## src/rtl/relay_pkg.sv

```systemverilog
// Shared types and constants for the relay-computer switching elements.
package relay_pkg;
   localparam int RELAY_CNT_W = 8;
   localparam int RELAY_POLES = 4;

   typedef enum logic [1:0] {RELEASED, PULLING, ENERGIZED, DROPPING} relay_state_t;
endpackage

```

## src/rtl/relay_4pdt_if.sv

```systemverilog
// Coil drive, pole commons and contact outputs of one 4PDT relay.
interface relay_4pdt_if;
   logic control;
   logic in_0, in_1, in_2, in_3;
   logic out_hi_0, out_hi_1, out_hi_2, out_hi_3;
   logic out_lo_0, out_lo_1, out_lo_2, out_lo_3;
   logic energized;

   modport master (
      output control, in_0, in_1, in_2, in_3,
      input  out_hi_0, out_hi_1, out_hi_2, out_hi_3,
      input  out_lo_0, out_lo_1, out_lo_2, out_lo_3, energized
   );

   modport slave (
      input  control, in_0, in_1, in_2, in_3,
      output out_hi_0, out_hi_1, out_hi_2, out_hi_3,
      output out_lo_0, out_lo_1, out_lo_2, out_lo_3, energized
   );
endinterface

```

## src/rtl/relay_pole.sv

```systemverilog
// One relay pole: the common passes only through a closed contact; open contacts drive 0.
module relay_pole (
   input  logic i_in,
   input  logic i_closed_hi,
   input  logic i_closed_lo,
   output logic o_out_hi,
   output logic o_out_lo
);
   assign o_out_hi = i_in & i_closed_hi;
   assign o_out_lo = i_in & i_closed_lo;
endmodule

```

## src/rtl/relay_4pdt.sv

```systemverilog
// Four-pole double-throw relay with pull-in/drop-out open windows (break-before-make).
module relay_4pdt
   import relay_pkg::*;
#(
   parameter int PULL_IN_CYCLES  = 1,
   parameter int DROP_OUT_CYCLES = 1
) (
   input logic         clk,
   input logic         reset,
   relay_4pdt_if.slave bus
);
   localparam logic [RELAY_CNT_W-1:0] PULL_LD = PULL_IN_CYCLES[RELAY_CNT_W-1:0];
   localparam logic [RELAY_CNT_W-1:0] DROP_LD = DROP_OUT_CYCLES[RELAY_CNT_W-1:0];

   relay_state_t           r_state, w_state_nxt;
   logic [RELAY_CNT_W-1:0] r_cnt, w_cnt_nxt;
   logic [RELAY_POLES-1:0] w_in, w_hi, w_lo;
   logic                   w_closed_hi, w_closed_lo;

   always_ff @(posedge clk) begin
      if (reset) begin
         r_state <= RELEASED;
         r_cnt   <= '0;
      end else begin
         r_state <= w_state_nxt;
         r_cnt   <= w_cnt_nxt;
      end
   end

   // A control reversal inside the open window snaps back to the origin contact.
   always_comb begin
      w_state_nxt = r_state;
      w_cnt_nxt   = r_cnt;
      case (r_state)
         RELEASED: if (bus.control) begin
            if (PULL_IN_CYCLES == 0) w_state_nxt = ENERGIZED;
            else begin
               w_state_nxt = PULLING;
               w_cnt_nxt   = PULL_LD;
            end
         end
         PULLING: begin
            if (!bus.control)        w_state_nxt = RELEASED;
            else if (r_cnt == 8'd1)  w_state_nxt = ENERGIZED;
            else                     w_cnt_nxt   = r_cnt - 8'd1;
         end
         ENERGIZED: if (!bus.control) begin
            if (DROP_OUT_CYCLES == 0) w_state_nxt = RELEASED;
            else begin
               w_state_nxt = DROPPING;
               w_cnt_nxt   = DROP_LD;
            end
         end
         DROPPING: begin
            if (bus.control)         w_state_nxt = ENERGIZED;
            else if (r_cnt == 8'd1)  w_state_nxt = RELEASED;
            else                     w_cnt_nxt   = r_cnt - 8'd1;
         end
         default: w_state_nxt = RELEASED;
      endcase
   end

   assign w_closed_hi   = (r_state == ENERGIZED);
   assign w_closed_lo   = (r_state == RELEASED);
   assign bus.energized = w_closed_hi;
   assign w_in          = {bus.in_3, bus.in_2, bus.in_1, bus.in_0};

   for (genvar g = 0; g < RELAY_POLES; g++) begin : g_pole
      relay_pole u_pole (
         .i_in        (w_in[g]),
         .i_closed_hi (w_closed_hi),
         .i_closed_lo (w_closed_lo),
         .o_out_hi    (w_hi[g]),
         .o_out_lo    (w_lo[g])
      );
   end

   assign {bus.out_hi_3, bus.out_hi_2, bus.out_hi_1, bus.out_hi_0} = w_hi;
   assign {bus.out_lo_3, bus.out_lo_2, bus.out_lo_1, bus.out_lo_0} = w_lo;
endmodule

```

## src/flat_wrapper.sv

```systemverilog
// flat-port wrapper written by rule: the top's interface ports become plain ports
module relay_4pdt_flat import relay_pkg::*;
#(
   parameter int PULL_IN_CYCLES  = 1,
   parameter int DROP_OUT_CYCLES = 1
)
  (clk, reset, bus_control, bus_in_0, bus_in_1, bus_in_2, bus_in_3, bus_out_hi_0, bus_out_hi_1, bus_out_hi_2, bus_out_hi_3, bus_out_lo_0, bus_out_lo_1, bus_out_lo_2, bus_out_lo_3, bus_energized);
  relay_4pdt_if bus_i ();
  input logic clk;
  input logic reset;
  input wire logic [$bits(bus_i.control)-1:0] bus_control;
  input wire logic [$bits(bus_i.in_0)-1:0] bus_in_0;
  input wire logic [$bits(bus_i.in_1)-1:0] bus_in_1;
  input wire logic [$bits(bus_i.in_2)-1:0] bus_in_2;
  input wire logic [$bits(bus_i.in_3)-1:0] bus_in_3;
  output wire logic [$bits(bus_i.out_hi_0)-1:0] bus_out_hi_0;
  output wire logic [$bits(bus_i.out_hi_1)-1:0] bus_out_hi_1;
  output wire logic [$bits(bus_i.out_hi_2)-1:0] bus_out_hi_2;
  output wire logic [$bits(bus_i.out_hi_3)-1:0] bus_out_hi_3;
  output wire logic [$bits(bus_i.out_lo_0)-1:0] bus_out_lo_0;
  output wire logic [$bits(bus_i.out_lo_1)-1:0] bus_out_lo_1;
  output wire logic [$bits(bus_i.out_lo_2)-1:0] bus_out_lo_2;
  output wire logic [$bits(bus_i.out_lo_3)-1:0] bus_out_lo_3;
  output wire logic [$bits(bus_i.energized)-1:0] bus_energized;
  assign bus_i.control = bus_control;
  assign bus_i.in_0 = bus_in_0;
  assign bus_i.in_1 = bus_in_1;
  assign bus_i.in_2 = bus_in_2;
  assign bus_i.in_3 = bus_in_3;
  assign bus_out_hi_0 = bus_i.out_hi_0;
  assign bus_out_hi_1 = bus_i.out_hi_1;
  assign bus_out_hi_2 = bus_i.out_hi_2;
  assign bus_out_hi_3 = bus_i.out_hi_3;
  assign bus_out_lo_0 = bus_i.out_lo_0;
  assign bus_out_lo_1 = bus_i.out_lo_1;
  assign bus_out_lo_2 = bus_i.out_lo_2;
  assign bus_out_lo_3 = bus_i.out_lo_3;
  assign bus_energized = bus_i.energized;
  relay_4pdt #(.PULL_IN_CYCLES(PULL_IN_CYCLES), .DROP_OUT_CYCLES(DROP_OUT_CYCLES)) u_core (.clk(clk), .reset(reset), .bus(bus_i));
endmodule
```

## config.mk

```make
export PLATFORM = sky130hd
export DESIGN_NAME = relay_4pdt_flat
export DESIGN_NICKNAME = d
export VERILOG_FILES = /design/src/rtl/relay_pkg.sv /design/src/rtl/relay_4pdt_if.sv /design/src/rtl/relay_pole.sv /design/src/rtl/relay_4pdt.sv /design/src/flat_wrapper.sv
export SDC_FILE = /design/constraint.sdc
export NUM_CORES = 1
export LEC_CHECK = 0
export CORE_AREA = 2 2 39 41
export DETAILED_ROUTE_END_ITERATION = 8
export DIE_AREA = 0 0 41 43
export DONT_BUFFER_PORTS = 1
export PLACE_DENSITY = 0.67
export SLEW_MARGIN = 40
export SYNTH_ARGS = -nofsm -noshare
export SYNTH_HDL_FRONTEND = slang
export SYNTH_SLANG_ARGS = --single-unit
```

## constraint.sdc

```tcl
create_clock -name clk -period 4.7 [get_ports clk]
set_clock_uncertainty 0.1 [all_clocks]
set_input_delay 0.47 -clock clk [delete_from_list [all_inputs] [get_ports clk]]
set_output_delay 0.47 -clock clk [all_outputs]
set_load 0.05 [all_outputs]
```

==> results.sh, run 1 <==
export IMPL_fmax_mhz=421
export IMPL_fp_dieArea_mm2=0.00176
export IMPL_numPortBuffers=0
export IMPL_rows=14
export IMPL_fin_cells=80
export IMPL_antenna_cells=0
export IMPL_cap_violations=0
export IMPL_synthTopCellsByArea="dfxtp_1 36%, and2_1 9.1%, a21oi_1 4.5%"
export IMPL_grt_pass1_wl_um=1610
export IMPL_synth_async_sr_flop_share_pct=0
export IMPL_r2r_start="u_core.r_cnt[3]"
export IMPL_grt_use_total_pct=13.2
export IMPL_clock_sinks=10
export IMPL_start_kind="flip-flop"
export IMPL_io_pins=16
export IMPL_synth_edff_count=0
export IMPL_final_nets=74
export IMPL_drtIter0Drc=5
export IMPL_dp_cells=76
export IMPL_drive_above_1_share_pct=17.2
export IMPL_grt_overflow=0
export IMPL_cts_resized=0
export IMPL_drc_errors=0
export IMPL_slew_viol_final=0
export IMPL_gp_congestion=0.753
export IMPL_crit_type="reg2out"
export IMPL_fp_dieW_um=41
export IMPL_post_synth_num_cell_types=25
export IMPL_endpoint_kind="primary output"
export IMPL_dr_pass1_iters=4
export IMPL_status="completed"
export IMPL_hold_viol_final=0
export IMPL_synth_seq_cells=10
export IMPL_syn2layout_area_growth_pct=9.77
export IMPL_synth_top_area_cell="dfxtp_1"
export IMPL_synth_main_ff_cell="dfxtp_1"
export IMPL_grt_pass1_vias=424
export IMPL_ys_seq_area_share_pct=36.4
export IMPL_vdd_drop_max_mv=0.195
export IMPL_synthCells=61
export IMPL_wl_per_cell_um=11.7
export IMPL_yosysTopAreaCellShare_pct=36.4
export IMPL_tightest_slew_ns=0.641
export IMPL_synth_area_um2=551
export IMPL_antenna_left=0
export IMPL_rsz0062_at_grt="no"
export IMPL_path_clk_slew_ns=0.07
export IMPL_cts_tree="done"
export IMPL_cts_buffers=3
export IMPL_coreArea_mm2=0.00138
export IMPL_cp_slowest_cell="nor2b_2"
export IMPL_crit_required_ns=4.13
export IMPL_root_buffer="clkbuf_4"
export IMPL_grt_max_degree=8
export IMPL_path_cells="nor2b_2, and2_1"
export IMPL_ctsHoldBuffers=0
export IMPL_power_density_mw_per_mm2=385
export IMPL_tns_ns=0
export IMPL_worst_ep_arrival_time_ns=1.80
export IMPL_vias=435
export IMPL_slew_headroom_pct=57.1
export IMPL_start_util_pct=39.8
export IMPL_wirelength_um=935
export IMPL_fp_dieH_um=43
export IMPL_min_from="reset"
export IMPL_post_cts_buffers=0
export IMPL_setup_viol=0
export IMPL_vias_per_cell=5.44
export IMPL_post_route_period_util_pct=50.5
export IMPL_finalCriticalPeriod_ns=2.37
export IMPL_yosysMostFrequentCell="dfxtp_1"
export IMPL_syn_area_per_cell_um2=9.03
export IMPL_syn_num_nets=70
export IMPL_cts_max_level=1
export IMPL_cp_slowest_stage_delay_ns=0.59
export IMPL_clock_latency_ns=0.26
export IMPL_min_path_type="in2reg"
export IMPL_place_hpwl_um=750
export IMPL_worstPathMaxFanout=5
export IMPL_antenna_found_initial=0
export IMPL_leakagePower_nw=0.227
export IMPL_cts_buffer_depth=2
export IMPL_synthTopCellsByCount="10 x dfxtp_1, 8 x and2_1, 5 x a21oi_1"
export IMPL_ys_warn_count=0
==> kinds of logic (layout without fill, tap and decap cells) <==
kind of cell / Yosys count / count (layout) / share of synthesized area (%)
simple gates: 26 / 26 / 27.5
compound gates: 15 / 15 / 21.6
flops: 10 / 10 / 36.4
buf+inv: 5 / 8 / 3.63
fa+ha+maj: 2 / 2 / 4.54
xor+xnor: 2 / 2 / 4.55
mux: 1 / 1 / 1.82
==> path summary, 6_finish.rpt <==
check,endpoint,slack [ns],cells after the start
hold reg to reg,u_core.r_cnt[6],0.39,2
hold / removal,u_core.r_cnt[0],0.17,1
setup reg to reg,u_core.r_cnt[0],2.80,4
setup / recovery,bus_out_hi_0,2.33,2
==> power by group <==
part / leakage [nW] / internal [mW] / total, mW / switching (mW)
Clock: 0.0210 / 0.0470 / 0.0773 / 0.0303
Sequential: 0.0819 / 0.0921 / 0.0994 / 0.00735
Combinational: 0.124 / 0.0183 / 0.0558 / 0.0375
Total: 0.227 / 0.157 / 0.233 / 0.0752
==> metal layers <==
metal	wire length, µm	vias to the layer above	GRT usage (%)
met1	421	191	16.1
met3	53	2	1.57
met5	0	-	0
met2	447	19	20.9
met4	12	0	8.00
li1	-	223	-
==> final cells by class <==
cell class              count  area, µm²
fillers                   149        779
flip-flops and latches     10        200
multi-input cells          46        333
inverters                   4       15.0
clock buffers               4       36.3
well taps                  16       20.0
==> worst max-delay path: cells and delay by family (launching register included) <==
family,cells,cell delay (ns)
flip-flops,1,0.41
AND/OR/NAND/NOR,2,1.13
==> placed cells by master, fill, tap and decap left out, types with 2 or more instances in the layout <==
cell type,n
a21oi_1,5
and2_1,8
clkbuf_4,3
dfxtp_1,10
ha_1,2
inv_1,4
nand2_1,2
nand3b_1,2
nor2_1,4
nor3_1,3
o21ai_0,3
or3_1,2
or3_2,2
or4_1,2
==> state kept, by name, indices dropped and copies added (netlist names), named ones only <==
name / flops
u_core.r_cnt: 8
u_core.r_state: 1
==> stage by stage <==
step           power [mW]  utilization (%)  hold slack, ns  cell area, µm²  setup WS [ns]
5_1_grt             0.247             43.7           0.151             604           2.21
3_5_place_dp        0.157             41.0           0.380             568           2.61
2_1_floorplan       0.151                -           0.353             551           2.38
4_1_cts             0.235             43.7           0.157             604           2.31
3_3_place_gp        0.156             40.9           0.369             566           2.33
6_report            0.233             43.7           0.166             604           2.33
Power figures use the tool's default switching activity.
==> run 2: changes to the inputs <==
PLACE_DENSITY = 0.69   (was 0.67)
clock period = 2 ns   (was 4.7 ns; I/O delays follow)
==> results.sh, run 2 (synthesis results as in run 1) <==
export IMPL_status="completed"
export IMPL_grt_pass1_vias=383
export IMPL_cts_max_level=1
export IMPL_min_path_type="in2reg"
export IMPL_mostFrequentLayoutCell="dfxtp_1"
export IMPL_vdd_drop_max_mv=0.515
export IMPL_leakagePower_nw=0.262
export IMPL_antenna_found_initial=0
export IMPL_grt_overflow=0
export IMPL_grt_use_total_pct=15.2
export IMPL_finalCriticalPeriod_ns=1.86
export IMPL_start_kind="flip-flop"
export IMPL_tns_ns=0
export IMPL_numPortBuffers=0
export IMPL_gp_congestion=0.746
export IMPL_fmax_mhz=538
export IMPL_dr_pass1_iters=2
export IMPL_hold_viol_final=0
export IMPL_start_util_pct=39.8
export IMPL_slew_headroom_pct=66.7
export IMPL_grt_pass1_wl_um=1720
export IMPL_busiest_layer="met1"
export IMPL_wl_per_cell_um=11.8
export IMPL_power_density_mw_per_mm2=842
export IMPL_fin_cells=87
export IMPL_power_total_uw=557
export IMPL_crit_required_ns=2.10
export IMPL_antenna_cells=0
export IMPL_met2_usage_pct=18.8
export IMPL_rows=14
export IMPL_cts_resized=0
export IMPL_grt_max_degree=8
export IMPL_path_clk_slew_ns=0.07
export IMPL_dp_cells=81
export IMPL_worstPathMaxFanout=7
export IMPL_largest_reg_flops=8
export IMPL_vias=441
export IMPL_worst_ep_arrival_time_ns=1.96
export IMPL_syn2layout_area_growth_pct=20.2
export IMPL_crit_type="reg2reg"
export IMPL_fp_dieArea_mm2=0.00176
export IMPL_antenna_left=0
export IMPL_drtIter0Drc=9
export IMPL_cap_violations=0
export IMPL_registers_top_by_ff_count="u_core.r_cnt"
export IMPL_root_buffer="clkbuf_4"
export IMPL_slew_viol_final=0
export IMPL_final_nets=81
export IMPL_fp_dieH_um=43
export IMPL_fillers=129
export IMPL_fp_dieW_um=41
export IMPL_drc_errors=0
export IMPL_endpoint_kind="flip-flop"
export IMPL_wirelength_um=1030
export IMPL_cts_tree="done"
export IMPL_grtUsageMet3_pct=3.14
export IMPL_grtUsageMet1_pct=20.8
export IMPL_cts_buffers=3
export IMPL_place_hpwl_um=759
export IMPL_layout_common_cells="10 x dfxtp_1, 8 x and2_1, 5 x a21oi_1, 5 x buf_4"
export IMPL_setup_viol=0
export IMPL_drive_above_1_share_pct=22.5
export IMPL_vias_per_cell=5.07
export IMPL_clock_latency_ns=0.27
export IMPL_clock_sinks=10
export IMPL_coreArea_mm2=0.00138
export IMPL_rsz0062_at_grt="no"
export IMPL_io_pins=16
export IMPL_cts_buffer_depth=2
export IMPL_tightest_slew_ns=0.503
export IMPL_post_route_period_util_pct=92.9
export IMPL_reg_top3="u_core.r_cnt (8), u_core.r_state (1)"
## run 2: cell count changes in the layout (fill, tap and decap cells not counted)
cell           previous run  this run
buf_4                     0         5
dlygate4sd3_1             0         2
## run 2: stage by stage
step,util [%],hold slack (ns),worst slack (ns),cell area [µm²]
after floorplan,-,0.165,0.253,553
after global placement,43.8,0.167,0.171,606
after detailed placement,43.8,0.167,0.167,606
after CTS,47.8,0.00308,0.142,662
after global routing,47.8,0.0141,0.0253,662
final,47.8,0.0233,0.143,662
## run 2: layer usage
metal  part of all wire [%]  vias up
li1                       -      236
met1                     44      195
met2                     49        5
met3                    2.4        5
met4                    3.8        0
met5                      0        -
## run 2: cell type report
| class | count | area, µm² | area share (%) |
|---|---|---|---|
| Multi-Input combinational cell | 46 | 333 | 50.3 |
| Sequential cell | 10 | 200 | 30.2 |
| Timing Repair Buffer | 7 | 57.6 | 8.70 |
| Clock buffer | 4 | 36.3 | 5.48 |
| Tap cell | 16 | 20.0 | 3.02 |
| Inverter | 4 | 15.0 | 2.27 |
## run 2: worst max-delay path, cell delays in order (launching register included)
cell and delay, ns:
dfxtp_1 0.35, or4_1 0.68, o31ai_4 0.37, nor3_1 0.10, a211oi_2 0.18
## run 2: worst paths after layout
kind | start | endpoint | slack (ns) | cells after the start
min reg2reg | u_core.r_cnt[6] | u_core.r_cnt[6] | 0.38 | 2
min | reset | u_core.r_cnt[1] | 0.02 | 2
max reg2reg | u_core.r_cnt[3] | u_core.r_cnt[0] | 0.14 | 4
max | u_core.r_cnt[3] | u_core.r_cnt[0] | 0.14 | 4
## run 2: timing repair
action	in CTS	in global routing
endpoints found under the hold margin	4	0
setup buffers	0	0
endpoints found under the setup margin	0	0
hold buffers	2	0
## run 2: power breakdown
part	internal (mW)	total [mW]	leakage (nW)	switching (mW)
clock	0.111	0.186	0.0210	0.0749
combinational	0.0477	0.138	0.159	0.0905
sequential	0.216	0.234	0.0819	0.0172
